===== src/rtl/order_rate_limiter.sv =====
// ----------------------------------------------------------------------------
// risk_pkg
//   Shared enumerations for the order risk pipeline. The rate limiter and the
//   position limiter both speak these types on their order ports.
// ----------------------------------------------------------------------------
package risk_pkg;

   typedef enum logic {
      SIDE_BUY  = 1'b0,
      SIDE_SELL = 1'b1
   } order_side_e;

   typedef enum logic [1:0] {
      ORDER_NEW    = 2'd0,
      ORDER_MODIFY = 2'd1,
      ORDER_CANCEL = 2'd2
   } order_type_e;

   typedef enum logic [2:0] {
      RISK_OK             = 3'd0,
      RISK_RATE_LIMIT     = 3'd1,
      RISK_POSITION_LIMIT = 3'd2,
      RISK_NOTIONAL_LIMIT = 3'd3
   } risk_reject_e;

endpackage : risk_pkg

// ----------------------------------------------------------------------------
// order_rate_limiter
//   Token-bucket order-rate check sitting directly upstream of the position
//   limiter. Each new/modify order costs one token; cancels are free. Orders
//   that pass go through a 1-deep registered valid/ready stage, orders that
//   find the bucket empty are dropped and reported as a one-cycle pulse on
//   rej_valid/rej_reason.
//
//   The bucket is refilled by cfg_refill_tokens once every cfg_refill_period
//   cycles (a period of 0 behaves as 1) and never exceeds cfg_max_tokens.
//   With cfg_enabled low every order passes and no token is spent.
//
// Ports
//   clk, rst_n                    clock, asynchronous active-low reset
//   cfg_max_tokens                bucket capacity
//   cfg_refill_tokens             tokens added per refill tick
//   cfg_refill_period             cycles per refill tick (0 treated as 1)
//   cfg_enabled                   0 = bypass (all pass, no token use)
//   in_valid / in_ready           upstream handshake
//   in_side/type/qty/notional     upstream order payload
//   out_valid / out_ready         downstream handshake (position limiter)
//   out_side/type/qty/notional    registered order payload
//   rej_valid / rej_reason        one-cycle reject pulse and its reason
//   tokens_available              current bucket level
//   total_passed/total_rejected   64-bit wrapping order counters
// ----------------------------------------------------------------------------
module order_rate_limiter
   import risk_pkg::*;
#(
   parameter int QTY_WIDTH      = 64,
   parameter int NOTIONAL_WIDTH = 64,
   parameter int TOKEN_WIDTH    = 16,
   parameter int PERIOD_WIDTH   = 32
) (
   input  logic                      clk,
   input  logic                      rst_n,

   input  logic [TOKEN_WIDTH-1:0]    cfg_max_tokens,
   input  logic [TOKEN_WIDTH-1:0]    cfg_refill_tokens,
   input  logic [PERIOD_WIDTH-1:0]   cfg_refill_period,
   input  logic                      cfg_enabled,

   input  logic                      in_valid,
   output logic                      in_ready,
   input  order_side_e               in_side,
   input  order_type_e               in_type,
   input  logic [QTY_WIDTH-1:0]      in_qty,
   input  logic [NOTIONAL_WIDTH-1:0] in_notional,

   output logic                      out_valid,
   input  logic                      out_ready,
   output order_side_e               out_side,
   output order_type_e               out_type,
   output logic [QTY_WIDTH-1:0]      out_qty,
   output logic [NOTIONAL_WIDTH-1:0] out_notional,

   output logic                      rej_valid,
   output risk_reject_e              rej_reason,

   output logic [TOKEN_WIDTH-1:0]    tokens_available,
   output logic [63:0]               total_passed,
   output logic [63:0]               total_rejected
);

   // INIT exists only to load the bucket from cfg_max_tokens once after
   // reset, so the first orders see a full bucket rather than an empty one.
   typedef enum logic {
      ST_INIT = 1'b0,
      ST_RUN  = 1'b1
   } state_e;

   state_e                    state;
   state_e                    state_next;

   logic [TOKEN_WIDTH-1:0]    tokens;
   logic [PERIOD_WIDTH-1:0]   period_cnt;
   logic [PERIOD_WIDTH-1:0]   period_last;
   logic                      tick;

   logic                      accept;
   logic                      bypass;
   logic                      have_token;
   logic                      do_pass;
   logic                      do_consume;
   logic                      do_reject;

   logic [TOKEN_WIDTH:0]      token_sum;
   logic [TOKEN_WIDTH-1:0]    tokens_next;

   assign tokens_available = tokens;

   // State register for the INIT/RUN sequencer.
   always_ff @(posedge clk or negedge rst_n) begin
      if (!rst_n) begin
         state <= ST_INIT;
      end else begin
         state <= state_next;
      end
   end

   // Next-state and upstream ready. INIT lasts exactly one cycle with the
   // input closed; in RUN the skid-less output register accepts a new order
   // whenever it is empty or being drained in the same cycle.
   always_comb begin
      state_next = state;
      in_ready   = 1'b0;
      case (state)
         ST_INIT: begin
            state_next = ST_RUN;
         end
         ST_RUN: begin
            in_ready = !out_valid || out_ready;
         end
         default: begin
            state_next = ST_INIT;
         end
      endcase
   end

   // Pass/reject decision, taken from the token count as it stands before
   // this cycle's update, so a refill landing in the same cycle never rescues
   // an order that arrives with the bucket empty.
   always_comb begin
      accept     = in_valid && in_ready;
      bypass     = (in_type == ORDER_CANCEL) || !cfg_enabled;
      have_token = (tokens != '0);
      do_pass    = accept && (bypass || have_token);
      do_consume = accept && !bypass && have_token;
      do_reject  = accept && !bypass && !have_token;
   end

   // Refill tick generation. A period of 0 is treated as 1. The >= compare
   // (rather than ==) lets the counter recover immediately if the period is
   // shortened below the current count instead of running all the way round.
   always_comb begin
      period_last = '0;
      if (cfg_refill_period != '0) begin
         period_last = cfg_refill_period - PERIOD_WIDTH'(1);
      end
      tick = (state == ST_RUN) && (period_cnt >= period_last);
   end

   // Bucket arithmetic is one bit wider than the bucket so that a full bucket
   // plus a full refill cannot wrap before the clamp to cfg_max_tokens.
   // Subtracting the consume cannot underflow: it is only set when tokens>0.
   always_comb begin
      token_sum = {1'b0, tokens}
                - {{TOKEN_WIDTH{1'b0}}, do_consume}
                + (tick ? {1'b0, cfg_refill_tokens} : '0);
      if (token_sum > {1'b0, cfg_max_tokens}) begin
         tokens_next = cfg_max_tokens;
      end else begin
         tokens_next = token_sum[TOKEN_WIDTH-1:0];
      end
   end

   // Period counter and bucket level. The counter is held at zero during
   // INIT so the first refill lands a full period after the bucket is loaded.
   always_ff @(posedge clk or negedge rst_n) begin
      if (!rst_n) begin
         period_cnt <= '0;
         tokens     <= '0;
      end else if (state == ST_INIT) begin
         period_cnt <= '0;
         tokens     <= cfg_max_tokens;
      end else begin
         period_cnt <= tick ? '0 : period_cnt + PERIOD_WIDTH'(1);
         tokens     <= tokens_next;
      end
   end

   // Output register. A passing order loads the payload; otherwise the stage
   // empties once downstream takes it. Payload only changes on a load, which
   // can only happen when the stage is empty or draining, so it holds steady
   // while stalled.
   always_ff @(posedge clk or negedge rst_n) begin
      if (!rst_n) begin
         out_valid    <= 1'b0;
         out_side     <= SIDE_BUY;
         out_type     <= ORDER_NEW;
         out_qty      <= '0;
         out_notional <= '0;
      end else if (do_pass) begin
         out_valid    <= 1'b1;
         out_side     <= in_side;
         out_type     <= in_type;
         out_qty      <= in_qty;
         out_notional <= in_notional;
      end else if (out_ready) begin
         out_valid    <= 1'b0;
      end
   end

   // Reject pulse: high for the single cycle after the rejecting accept.
   always_ff @(posedge clk or negedge rst_n) begin
      if (!rst_n) begin
         rej_valid  <= 1'b0;
         rej_reason <= RISK_OK;
      end else begin
         rej_valid  <= do_reject;
         rej_reason <= do_reject ? RISK_RATE_LIMIT : RISK_OK;
      end
   end

   // Running order counters, free-running and allowed to wrap.
   always_ff @(posedge clk or negedge rst_n) begin
      if (!rst_n) begin
         total_passed   <= '0;
         total_rejected <= '0;
      end else begin
         if (do_pass) begin
            total_passed <= total_passed + 64'd1;
         end
         if (do_reject) begin
            total_rejected <= total_rejected + 64'd1;
         end
      end
   end

endmodule : order_rate_limiter


===== config.mk =====
export PLATFORM = sky130hd
export DESIGN_NAME = order_rate_limiter
export DESIGN_NICKNAME = d
export VERILOG_FILES = /design/src/rtl/order_rate_limiter.sv
export SDC_FILE = /design/constraint.sdc
export NUM_CORES = 1
export LEC_CHECK = 0
export ABC_AREA = 1
export CORE_UTILIZATION = 50
export CTS_CLUSTER_DIAMETER = 120
export CTS_CLUSTER_SIZE = 20
export DETAILED_ROUTE_END_ITERATION = 6
export GPL_TIMING_DRIVEN = 1
export PLACE_DENSITY_LB_ADDON = 0.1
export SLEW_MARGIN = 10
export SYNTH_ARGS = -nofsm -noshare
export SYNTH_HDL_FRONTEND = slang
export SYNTH_SLANG_ARGS = --single-unit

===== constraint.sdc =====
create_clock -name clk -period 12.5 [get_ports clk]
set_clock_uncertainty 0.15 [all_clocks]
set_input_delay 3.125 -clock clk [delete_from_list [all_inputs] [get_ports clk]]
set_output_delay 3.125 -clock clk [all_outputs]
set_load 0.005 [all_outputs]

==> impl_metrics.toml <==
[placement]
place_congestion = 1.00
portBuffers = 478
dp_hpwl_um = 50200

[flow_run]
max_cap_viol_count = 0

[timing]
fin_crit_ns = 10.11
setup_viol = 0
post-route-period-util = 0.808
max-slew-margin-rel = 0.240
tns_ns = 0
grt_setup_unrepaired = "false"
clock.fmax_mhz = 99.0
hold_viol = 0
tightestPinTransition_ns = 1.14
slew_violations = 0

[global_routing]
antenna_found_initial = 2
grt_max_degree = 111
grt_pass1_vias = 18000
track_usage = 0.321
grt_pass1_wl_um = 99100
grt-ovfl-total = 0

[cts]
clk_pin_slew_ns = 0.09
cts.sinks = 310
htree_levels = 1
cts_tree = "done"
cts_resized = 0
cts_buffers = 19
ctsHoldBuffers = 0
clock_latency_ns = 0.55
clock-root-buffer = "clkbuf_16"
postCtsSetupRepairBufs = 0
clk_path_buf_depth = 3

[worst_hold_path]
hold_class = "reg -> reg"

[die]
die_height_um = 198
rows = 71
die-area_mm2 = 0.0393
start_util = 0.510
num_io_pins = 481
die_w_um = 198
core_mm2 = 0.0378

[pwr]
power_density_mw_per_mm2 = 138
ir_worst_vdd_mv = 0.138
total_power_uw = 3410
p_leak_uw = 0.0114

[yosys]
synth_cells = 2601
yosys.area_share.simple = 0.340
avgSynthCellArea_um2 = 7.40
async_flop_share = 1.00
yosysMostFrequentCell = "nand2_1"
synth_edf_count = 0
syn_area_mm2 = 0.0193
yosys_warnings = 0
synth.area.mux_share = 0
synth_compound_area_frac = 0.0502
synth_adder_area_share = 0.0563
synth_top_area_frac = 0.403
synth_cell_types = 51
synth-xor-area-share = 0.0714
yosys_register_bits = 310
yosysTopAreaCell = "dfrtp_1"
synth-main-ff-cell = "dfrtp_1"
synth_top_family_by_area = "simple AND/OR/NAND/NOR gates"
synth_commonest_cells = "nand2_1 (909), dfrtp_1 (310), inv_1 (260)"
ys_seq_area_frac = 0.403
synth_area_leaders = "dfrtp_1 (40%), nand2_1 (18%), xor2_1 (6.2%)"

[critical_path]
worstPathMaxFanout = 33
start_kind = "primary input"
critPathMostFrequentCell = "nand2_1"
cp_data_required_time_ns = 12.79
end_kind = "register"
worst-setup-path-type = "in -> reg"
slowest_delay_ns = 0.47
cp.arrival_ns = 10.40
crit_slowest_cell = "clkdlybuf4s50_1"

[routing]
avgViaCountPerCell = 5.33
wire_per_inst_um = 17.9
vias = 19000
wirelength_um = 63700
dr.first_iter.drc_count = 1351
route.detailed.drc = 0
drt-pass1-iter-count = 5
postRouteAntennaNets = 0

[layout]
final_net_count = 3328
drive_gt1_frac = 0.0352
area_growth_pct = 28.8
fillers = 3288

[status]
status = "finished clean"
==> through the flow <==
stage	std cells	setup slack, ns	area (um2)	hold WS, ns	utilization
after floorplan	2602	3.55	19300	0.322	-
after global placement	3532	2.06	24300	0.311	0.644
after detailed placement	3532	1.89	24300	0.314	0.644
after CTS	3554	2.41	24800	0.335	0.657
after global routing	3556	1.68	24800	0.351	0.657
final	3556	2.39	24800	0.332	0.657
==> logic make-up after synthesis <==
logic type	Yosys count
AO/OA/AOI/OAI	184
XOR/XNOR	157
adder cells (fa/ha/maj)	86
buffers and inverters	348
flip-flops	310
other	2
AND/OR/NAND/NOR	1514
==> power by group <==
part	total [uW]	internal [uW]	switching [uW]
Sequential	1290	1140	145
Combinational	1500	669	833
Clock	623	275	348
==> critical path: cells and delay by family <==
| kind | cells | cell delay, ns |
|---|---|---|
| AOI/OAI and AO/OA | 4 | 0.73 |
| and+or+nand+nor | 32 | 3.65 |
| xor gates and xnor gates | 1 | 0.35 |
| adders and majority gates | 4 | 1.27 |
| buffers and inverters | 5 | 1.21 |
==> flip-flops by register name (all words and copies together), names as in the netlist <==
register and flops:
rej_reason 1, out_notional 64, period_cnt 32, total_passed 64, total_rejected 64, out_type 2
out_side 1, state 1, out_valid 1, tokens_available 16, out_qty 64
==> final timing paths <==
path	slack (ns)	from	to	cells after the start
worst min-delay path	0.33	out_qty[47]	out_qty[47]	2
worst max register to register	6.51	period_cnt[23]	tokens_available[11]	33
max in group asynchronous	7.79	rst_n	out_qty[1]	3
worst min register to register	0.33	out_qty[47]	out_qty[47]	2
min in group asynchronous	2.36	rst_n	total_passed[19]	1
worst max-delay path	2.39	cfg_refill_period[2]	tokens_available[11]	46
==> layout make-up <==
type	instances	area, um2	area share
antenna	2	5.00	0.000202
clock buffer	19	475	0.0192
tap	511	639	0.0258
clock inverter	3	23.8	0.000958
multi-input combinational	1944	9990	0.403
inverter	280	1060	0.0426
timing repair buffer	487	4860	0.196
sequential	310	7760	0.313
==> routing by layer <==
layer,share of wire,track usage,vias to the layer above,wire length (um)
li1,-,-,9164,-
met1,0.43,0.437,8995,27300
met2,0.47,0.524,706,29900
met3,0.071,0.0509,105,4510
met4,0.030,0.0936,0,1900
met5,0,0,-,0
==> layout by cell type, fill, tap and decap left out, types with 4 or more instances in the layout <==
master and count:
nor3_2 8, xor2_1 136, nand3_1 115, nor2_1 224
buf_4 9, nor2_4 5, inv_1 260, nand2_1 909
nor2_2 11, nor4_2 6, a21o_1 4, clkbuf_16 19
o21ai_1 45, or2_2 12, nand4_1 71, ha_1 85
clkdlybuf4s50_1 477, xnor2_1 21, a31oi_1 4, inv_2 18
nor4_1 31, a21oi_1 47, nand3_2 4, nor3_1 96
o21ai_0 72, dfrtp_1 310
Note: power is estimated with default switching activity, not from simulation.
